===== src/rtl/serial_borrow_subtractor.sv =====
// rtl/serial_borrow_subtractor.sv - bit-serial A - B - Bin subtractor, LSB first, start/done handshake; optional SUB_OVF_EN adds signed overflow output
module serial_borrow_subtractor #(
  parameter int WIDTH = 8
) (
  input  logic             clk,
  input  logic             rst,
  input  logic             start,
  input  logic [WIDTH-1:0] A,
  input  logic [WIDTH-1:0] B,
  input  logic             Bin,
  output logic             busy,
  output logic             done,
  output logic [WIDTH-1:0] D,
  output logic             Bout
`ifdef SUB_OVF_EN
  ,
  output logic             ovf
`endif
);

  localparam int CW = (WIDTH > 1) ? $clog2(WIDTH) : 1;

  typedef enum logic [1:0] {
    S_IDLE = 2'd0,
    S_RUN  = 2'd1,
    S_DONE = 2'd2
  } state_t;

  state_t           state_q, state_d;
  logic [WIDTH-1:0] a_sh_q, a_sh_d;
  logic [WIDTH-1:0] b_sh_q, b_sh_d;
  logic [WIDTH-1:0] res_q, res_d;
  logic [WIDTH-1:0] d_q, d_d;
  logic             br_q, br_d;
  logic             bout_q, bout_d;
  logic [CW-1:0]    cnt_q, cnt_d;

  logic             diff_bit;
  logic             borrow_next;
  logic             last_bit;
  logic [WIDTH-1:0] final_res;

`ifdef SUB_OVF_EN
  // Operand sign bits are kept because the shift registers lose them during RUN.
  logic a_msb_q, a_msb_d;
  logic b_msb_q, b_msb_d;
  logic ovf_q, ovf_d;
`endif

  // Full-subtractor cell on the current LSBs of the operand shift registers.
  always_comb begin
    diff_bit    = a_sh_q[0] ^ b_sh_q[0] ^ br_q;
    borrow_next = (~a_sh_q[0] & b_sh_q[0]) | (~(a_sh_q[0] ^ b_sh_q[0]) & br_q);
    last_bit    = (cnt_q == CW'(WIDTH - 1));
    final_res   = {diff_bit, res_q[WIDTH-1:1]};
  end

  // Next-state and datapath control; DONE accepts start exactly like IDLE.
  always_comb begin
    state_d = state_q;
    a_sh_d  = a_sh_q;
    b_sh_d  = b_sh_q;
    res_d   = res_q;
    d_d     = d_q;
    br_d    = br_q;
    bout_d  = bout_q;
    cnt_d   = cnt_q;
`ifdef SUB_OVF_EN
    a_msb_d = a_msb_q;
    b_msb_d = b_msb_q;
    ovf_d   = ovf_q;
`endif
    case (state_q)
      S_RUN: begin
        a_sh_d = {1'b0, a_sh_q[WIDTH-1:1]};
        b_sh_d = {1'b0, b_sh_q[WIDTH-1:1]};
        res_d  = final_res;
        br_d   = borrow_next;
        cnt_d  = cnt_q + 1'b1;
        if (last_bit) begin
          state_d = S_DONE;
          d_d     = final_res;
          bout_d  = borrow_next;
`ifdef SUB_OVF_EN
          ovf_d   = (a_msb_q != b_msb_q) && (diff_bit != a_msb_q);
`endif
        end
      end
      default: begin
        if (start) begin
          state_d = S_RUN;
          a_sh_d  = A;
          b_sh_d  = B;
          res_d   = '0;
          br_d    = Bin;
          cnt_d   = '0;
`ifdef SUB_OVF_EN
          a_msb_d = A[WIDTH-1];
          b_msb_d = B[WIDTH-1];
`endif
        end else begin
          state_d = S_IDLE;
        end
      end
    endcase
  end

  // State and datapath registers; reset aborts any operation in flight.
  always_ff @(posedge clk or posedge rst) begin
    if (rst) begin
      state_q <= S_IDLE;
      a_sh_q  <= '0;
      b_sh_q  <= '0;
      res_q   <= '0;
      d_q     <= '0;
      br_q    <= 1'b0;
      bout_q  <= 1'b0;
      cnt_q   <= '0;
`ifdef SUB_OVF_EN
      a_msb_q <= 1'b0;
      b_msb_q <= 1'b0;
      ovf_q   <= 1'b0;
`endif
    end else begin
      state_q <= state_d;
      a_sh_q  <= a_sh_d;
      b_sh_q  <= b_sh_d;
      res_q   <= res_d;
      d_q     <= d_d;
      br_q    <= br_d;
      bout_q  <= bout_d;
      cnt_q   <= cnt_d;
`ifdef SUB_OVF_EN
      a_msb_q <= a_msb_d;
      b_msb_q <= b_msb_d;
      ovf_q   <= ovf_d;
`endif
    end
  end

  // Outputs decode directly from registered state, so done is a clean one-cycle pulse.
  always_comb begin
    busy = (state_q == S_RUN);
    done = (state_q == S_DONE);
    D    = d_q;
    Bout = bout_q;
`ifdef SUB_OVF_EN
    ovf  = ovf_q;
`endif
  end

endmodule

===== config.mk =====
export PLATFORM = sky130hd
export DESIGN_NAME = serial_borrow_subtractor
export DESIGN_NICKNAME = d
export VERILOG_FILES = /design/src/rtl/serial_borrow_subtractor.sv
export SDC_FILE = /design/constraint.sdc
export NUM_CORES = 1
export LEC_CHECK = 0
export ABC_AREA = 0
export CAP_MARGIN = 20
export CORE_MARGIN = 8
export CORE_UTILIZATION = 50
export CTS_BUF_LIST = sky130_fd_sc_hd__clkbuf_16
export DETAILED_ROUTE_END_ITERATION = 12
export PLACE_DENSITY = 0.77
export SYNTH_ARGS = -nofsm -noshare
export SYNTH_HDL_FRONTEND = slang
export SYNTH_SLANG_ARGS = --single-unit

===== constraint.sdc =====
create_clock -name clk -period 2.2 [get_ports clk]
set_input_delay 0.33 -clock clk [delete_from_list [all_inputs] [get_ports clk]]
set_output_delay 0.33 -clock clk [all_outputs]
set_load 0.02 [all_outputs]

==> results.cfg <==
[place]
dp_hpwl_mm = 1.993
portBuffers = 30
dpl_worst_slack_ns = 0.4027
gp_congestion = 0.6666

[drt]
postRouteAntennaNets = 0
firstDrtPassIters = 4
drc = 0
vias_per_cell = 4.995
wl_mm = 2.954
wl_per_cell_um = 14.70
first_iter_violations = 53
vias = 1004

[logic_synthesis]
synth_edf_count = 0
ys_ff_latch = 38
synth_nets = 144
yosys.cell_types.count = 17
synth_cells = 121
ys_seq_area_frac = 0.5307
synthArstFlopShare = 1.000
synthFlopType = dfrtp_1
synth_area_um2 = 1792
ys_warn_count = 0
syn_avg_cell_area_um2 = 14.81

[setup_path]
worstSetupPathType = flop to primary output
reg2reg_depth = 4
crit_path_max_fanout = 4
r2r_slack_ns = 0.47
cp-start-kind = flop
crit_required_ns = 1.87
crit_arrival_ns = 1.56
reg2reg_to = D[6]$_DFFE_PP0P_
timing.rr.start = cnt_q[0]$_DFFE_PP0P_
crit_path_end_kind = primary output

[sta]
timing.fmax_ghz = 0.5304
tns_ns = 0
rsz0062_at_grt = false
period_minus_slack_ns = 1.885
slew_viol_final = 0
finalHoldViolCount = 0
skew_ns = 0.003858
slew_headroom = 0.6170
finalCritPeriodShare = 0.8570
setup_ws_ns = 0.3147
setup_viol = 0
tightestPinTransition_ns = 0.5728

[run]
cap_viol_max_count = 0

[floorplanning]
io_pins = 31
die_height_um = 75.86
rows = 21
die_x_um = 75.86
coreArea_um2 = 3390
start_util = 0.5286
die_area_um2 = 5755

[clock_network]
tritoncts = done
clkSinkCount = 38
ctsHoldBuffers = 0
clock_path_buffers = 2
postCtsSetupBuffers = 0
clkSlewWorstSetupHoldPaths_ns = 0.06
insertion_delay_ns = 0.27
cts-htree-levels = 2
numCtsBuffers = 5
cts_resized = 0
cts_root_buf = clkbuf_16

[status]
status = finished clean

[grt]
grt_first_pass_wirelength_mm = 4.919
antenna_found_initial = 0
overflow = 0
grt_max_degree = 39
grt_pass1_vias = 1075
grt_usage = 0.1138

[final_layout]
area_growth_pct = 26.47
nets = 177
final_cell_mix = 38 x dfrtp_1, 33 x mux2_2, 30 x clkdlybuf4s50_1
antenna_cells = 0
fillers = 246
layout-drive-gt1-share = 0.3548
final_common_cell = dfrtp_1

[power]
power_leakage_uw = 0.001060
cellPowerDensity_nw_per_um2 = 1312
max-vdd-ir-drop_mv = 0.9636

[hold_path]
hp-class = input pin to async pin
[area by class of cell]
class                   instances  area (µm²)  share of cell area
flip-flops and latches         38       950.9              0.4197
multi-input cells              70       758.2              0.3346
repair buffers                 33       335.3              0.1480
clock buffers                   5       125.1             0.05522
well taps                      46       57.56             0.02540
inverters                       6       22.52            0.009939
clock inverters                 3       16.27            0.007178
[cells in the mapped netlist (2+ instances only)]
cell type | instances | area share
dfrtp_1 | 38 | 0.53
buf_6 | 2 | 0.013
nand2b_1 | 2 | 0.0070
ha_1 | 2 | 0.014
nor2_1 | 2 | 0.0042
mux2_4 | 12 | 0.10
mux2i_1 | 6 | 0.034
mux2_2 | 33 | 0.21
and2b_1 | 3 | 0.013
inv_1 | 6 | 0.013
buf_2 | 3 | 0.0084
nor2b_1 | 7 | 0.024
[kinds of logic (layout without fill, tap and decap cells)]
logic type,after synthesis,in the layout,share of synthesized area
AO/OA/AOI/OAI,1,1,0.004192
adder cells (fa/ha/maj),3,3,0.02514
buffers and inverters,13,47,0.04608
flip-flops,38,38,0.5307
multiplexers,51,51,0.3415
AND/OR/NAND/NOR,15,15,0.05237
[worst max-delay path by stage]
stage / startpoint / to / slack (ns) / cells after the start
2_1_floorplan: cnt_q[0]$_DFFE_PP0P_ / D[0]$_DFFE_PP0P_ / 0.71 / 5
3_3_place_gp: start / b_sh_q[4]$_DFFE_PP0P_ / 0.44 / 4
3_5_place_dp: start / b_sh_q[0]$_DFFE_PP0P_ / 0.40 / 4
4_1_cts: state_q[1]$_DFFE_PP0P_ / busy / 0.30 / 3
5_1_grt: state_q[1]$_DFFE_PP0P_ / busy / 0.25 / 3
6_report: state_q[1]$_DFFE_PP0P_ / busy / 0.31 / 3
[stage by stage]
step	instance area (µm²)	power [µW]	hold WS, ns	util	std cells
2_1_floorplan	1792	1994	0.4528	-	121
3_3_place_gp	2125	2270	0.4660	0.6268	193
3_5_place_dp	2125	2327	0.4912	0.6268	193
4_1_cts	2266	3011	0.4828	0.6685	201
5_1_grt	2266	3162	0.5235	0.6685	201
6_report	2266	2973	0.4673	0.6685	201
[sequential cells by signal (all words and copies together) (netlist names)]
signal,cells
b_sh_q,8
D,8
state_q,2
Bout,1
res_q,7
cnt_q,3
a_sh_q,8
br_q,1
[layer usage]
| layer | routed length, µm | global-route usage |
|---|---|---|
| met1 | 1338 | 0.1407 |
| met2 | 1377 | 0.1749 |
| met3 | 209 | 0.03816 |
| met4 | 29 | 0.05117 |
| met5 | 0 | 0 |
[where the power goes]
group | leakage, µW | internal (µW) | total, µW | switching, µW
clock network | 0.0000672 | 413 | 671 | 258
logic | 0.000511 | 695 | 1160 | 460
registers | 0.000482 | 993 | 1150 | 154
[worst max-delay path: stages, from the launching register on]
cell and delay (ns):
dfrtp_1 0.38, nand2b_1 0.16, inv_1 0.12, clkdlybuf4s50_1 0.62
Note: power is estimated with default switching activity, not from simulation.
==> RTL edit 1: new RTL, same flow settings <==
Encoding of `state_t`: now one-hot (3 bits for 3 states).
--- a/src/rtl/serial_borrow_subtractor.sv
+++ b/src/rtl/serial_borrow_subtractor.sv
@@ -21,8 +21,8 @@
   localparam int CW = (WIDTH > 1) ? $clog2(WIDTH) : 1;
 
-  typedef enum logic [1:0] {
-    S_IDLE = 2'd0,
-    S_RUN  = 2'd1,
-    S_DONE = 2'd2
+  typedef enum logic [2:0] {
+    S_IDLE = 3'b001,
+    S_RUN  = 3'b010,
+    S_DONE = 3'b100
   } state_t;
 
Behaviour: no difference found for any inputs over 10 cycles, from zero or initial values and one cycle with rst high; not proved beyond that.
==> RTL edit 1 against the original RTL <==
Largest power group is now sequential cells; final area grew 0.50%; via count grew 1.5%; synthesized area shrank 0.42%; worst setup slack lost 0.023 ns; die area shrank 0.33%; sequential power grew 7%; routed wire length grew 6.5%; sequential cell count grew 1; largest cell class unchanged; power grew 4.4%; critical path depth shrank 1.
==> RTL edit 1: results (changes against the original RTL) <==
run status finished, final reports clean (unchanged); Hold Slack 0.472 ns (was 0.467 ns); DRT iter0 DRCs 59 (was 53); post-DP HPWL 2.14 mm (was 1.99 mm); Max FO, Critical Path 3 (was 4); Final GP Congestion 0.655 (was 0.667); CP peak stage delay 0.64 ns (was 0.62 ns); main area contributors after synthesis dfrtp_1 (53%), mux2_2 (28%), mux2i_1 (3.4%) (was dfrtp_1 (53%), mux2_2 (21%), mux2_4 (10%)); first-pass GRT wire length 5.37 mm (was 4.92 mm); pin count of the biggest net entering global routing 40 (was 39); register area share after synthesis 0.548 (was 0.531); Vias/cell 5.04 (was 5.00); Met1 Wirelength 1.36 mm (was 1.34 mm); Routed met2 length 1.58 mm (was 1.38 mm); GRT Resource Usage Total 0.126 (was 0.114); vias in the first global route 1,136 (was 1,075); ClkCell Share 0.0604 (was 0.0624); Met3 Wirelength 160 µm (was 209 µm); peak supply drop 640 µV (was 964 µV); pre-CTS worst setup slack 0.418 ns (was 0.403 ns); P_leak 1.03 nW (was 1.06 nW); Synth cell types 18 (was 17); Reg2Reg Depth 5 (was 4); flip-flop and latch area 977 µm² (was 951 µm²); share of layout cells above drive strength 1 0.372 (was 0.355); fin crit share 0.868 (was 0.857); Slew @ Worst Pin 0.488 ns (was 0.573 ns)
## RTL edit 1: power by group
group	switching (W)	internal (W)	leakage, nW
logic	0.000494	0.000720	0.465
clock network	0.000256	0.000409	0.0724
registers	0.000184	0.00104	0.494
## RTL edit 1: tightest hold or removal path: stages
cell and delay, ns:
clkdlybuf4s50_1 0.39, inv_1 0.05, buf_4 0.42
## RTL edit 1: cell families (layout without fill, tap and decap cells)
logic type | Yosys count | count (layout) | synth area share
mux | 51 | 51 | 0.318
flops | 39 | 39 | 0.548
simple gates | 16 | 16 | 0.0666
buf+inv | 11 | 46 | 0.0372
fa+ha+maj | 3 | 3 | 0.0252
compound gates | 1 | 1 | 0.00561
## RTL edit 1: through the flow
stage	instance area (µm²)	power, W	instances
3_3_place_gp	2140	0.00239	194
3_5_place_dp	2140	0.00247	194
4_1_cts	2280	0.00316	202
5_1_grt	2280	0.00331	202
6_report	2280	0.00310	202
2_1_floorplan	1780	0.00209	121
==> RTL edit 2: new RTL, same flow settings <==
Without the edit above. The option `SUB_OVF_EN` is turned on by a define.
--- a/src/rtl/serial_borrow_subtractor.sv
+++ b/src/rtl/serial_borrow_subtractor.sv
@@ -1,3 +1,5 @@
 // rtl/serial_borrow_subtractor.sv - bit-serial A - B - Bin subtractor, LSB first, start/done handshake; optional SUB_OVF_EN adds signed overflow output
+`define SUB_OVF_EN
+
 module serial_borrow_subtractor #(
   parameter int WIDTH = 8
Function (old outputs only; new: ovf): kept (equiv_simple and equiv_induct, registers matched by name and starting in step).
==> RTL edit 2 against the original RTL <==
Clock power is 1% higher; worst setup slack better by 0.053 ns; sequential cell count rose by 3; synthesized area is 2.9% higher; power up 6.6%; routed wire length increased by 13%; final area grew 1.1%; critical path depth shrank 1; synthesized cell count up 31%; largest cell class unchanged; first-iteration DRC count is 64% higher; sequential share of layout area up 2.8 points.
==> RTL edit 2: results (changes against the original RTL) <==
run status finished, final reports clean (unchanged); post-synthesis mux area share 0.158 (was 0.341); Worst Path Arrival 1.50 ns (was 1.56 ns); met2 Track Usage GR 0.198 (was 0.175); Final GP Congestion 0.749 (was 0.667); Routed met2 length 1.57 mm (was 1.38 mm); post-synthesis cell count 158 (was 121); register area share after synthesis 0.557 (was 0.531); GRT Resource Usage Total 0.122 (was 0.114); post-DP HPWL 2.32 mm (was 1.99 mm); Synth Area in Adders 0.0244 (was 0.0251); number of port buffers 31 (was 30); Int Power 0.00208 W (was 0.00210 W); clock skew 0.00425 ns (was 0.00386 ns); Logic pwr share 0.376 (was 0.389); Worst Hold Class register to register (was input pin to async pin); GRT met1 Usage 0.136 (was 0.141); Met1 Wirelength 1.48 mm (was 1.34 mm); pin count of the biggest net entering global routing 54 (was 39); slew margin rel. 0.656 (was 0.617); pre-CTS worst setup slack 0.529 ns (was 0.403 ns); Synth Area in Compound Gates 0.0774 (was 0.00419); DRT iter0 DRCs 87 (was 53); CP peak stage delay 0.66 ns (was 0.62 ns); final wirelength 3.33 mm (was 2.95 mm); syn_nets 181 (was 144); nets@finish 212 (was 177); Post-Place Cells 230 (was 193); share of layout cells above drive strength 1 0.121 (was 0.355); GR Util met3 0.0478 (was 0.0382); peak supply drop 662 µV (was 964 µV); Seq pwr share 0.410 (was 0.386); main area contributors after synthesis dfrtp_1 (56%), mux2i_1 (8.7%), o21ai_0 (6.8%) (was dfrtp_1 (53%), mux2_2 (21%), mux2_4 (10%)); vias in the first global route 1,305 (was 1,075)
==> RTL edit 2: cell count changes in the layout (fill, tap and decap cells not counted), moves of 2 or more <==
cell,delta
mux2_4,-10
dfrtp_1,+3
nor2b_1,-5
nand2_1,+25
nand2b_1,+7
and2b_1,-2
o21ai_0,+25
mux2i_1,+10
a21oi_1,+2
inv_1,-2
nor2_1,+2
mux2_2,-24
==> RTL edit 2: layout make-up <==
type | count | area, µm²
clock buffer | 5 | 125
clock inverter | 3 | 12.5
fill | 300 | 1320
inverter | 4 | 15.0
multi-input combinational | 103 | 719
sequential | 41 | 1030
tap | 48 | 60.1
timing repair buffer | 34 | 333
==> RTL edit 2: final timing paths <==
path / start / endpoint / slack (ns)
worst min-delay path: b_sh_q[2] / b_sh_q[1] / 0.48
worst max register to register: state_q[0] / a_msb_q / 0.59
worst max-delay path: state_q[0] / busy / 0.37
worst min register to register: b_sh_q[2] / b_sh_q[1] / 0.48
min in group asynchronous: rst / D[7] / 0.49
max in group asynchronous: rst / D[4] / 1.35
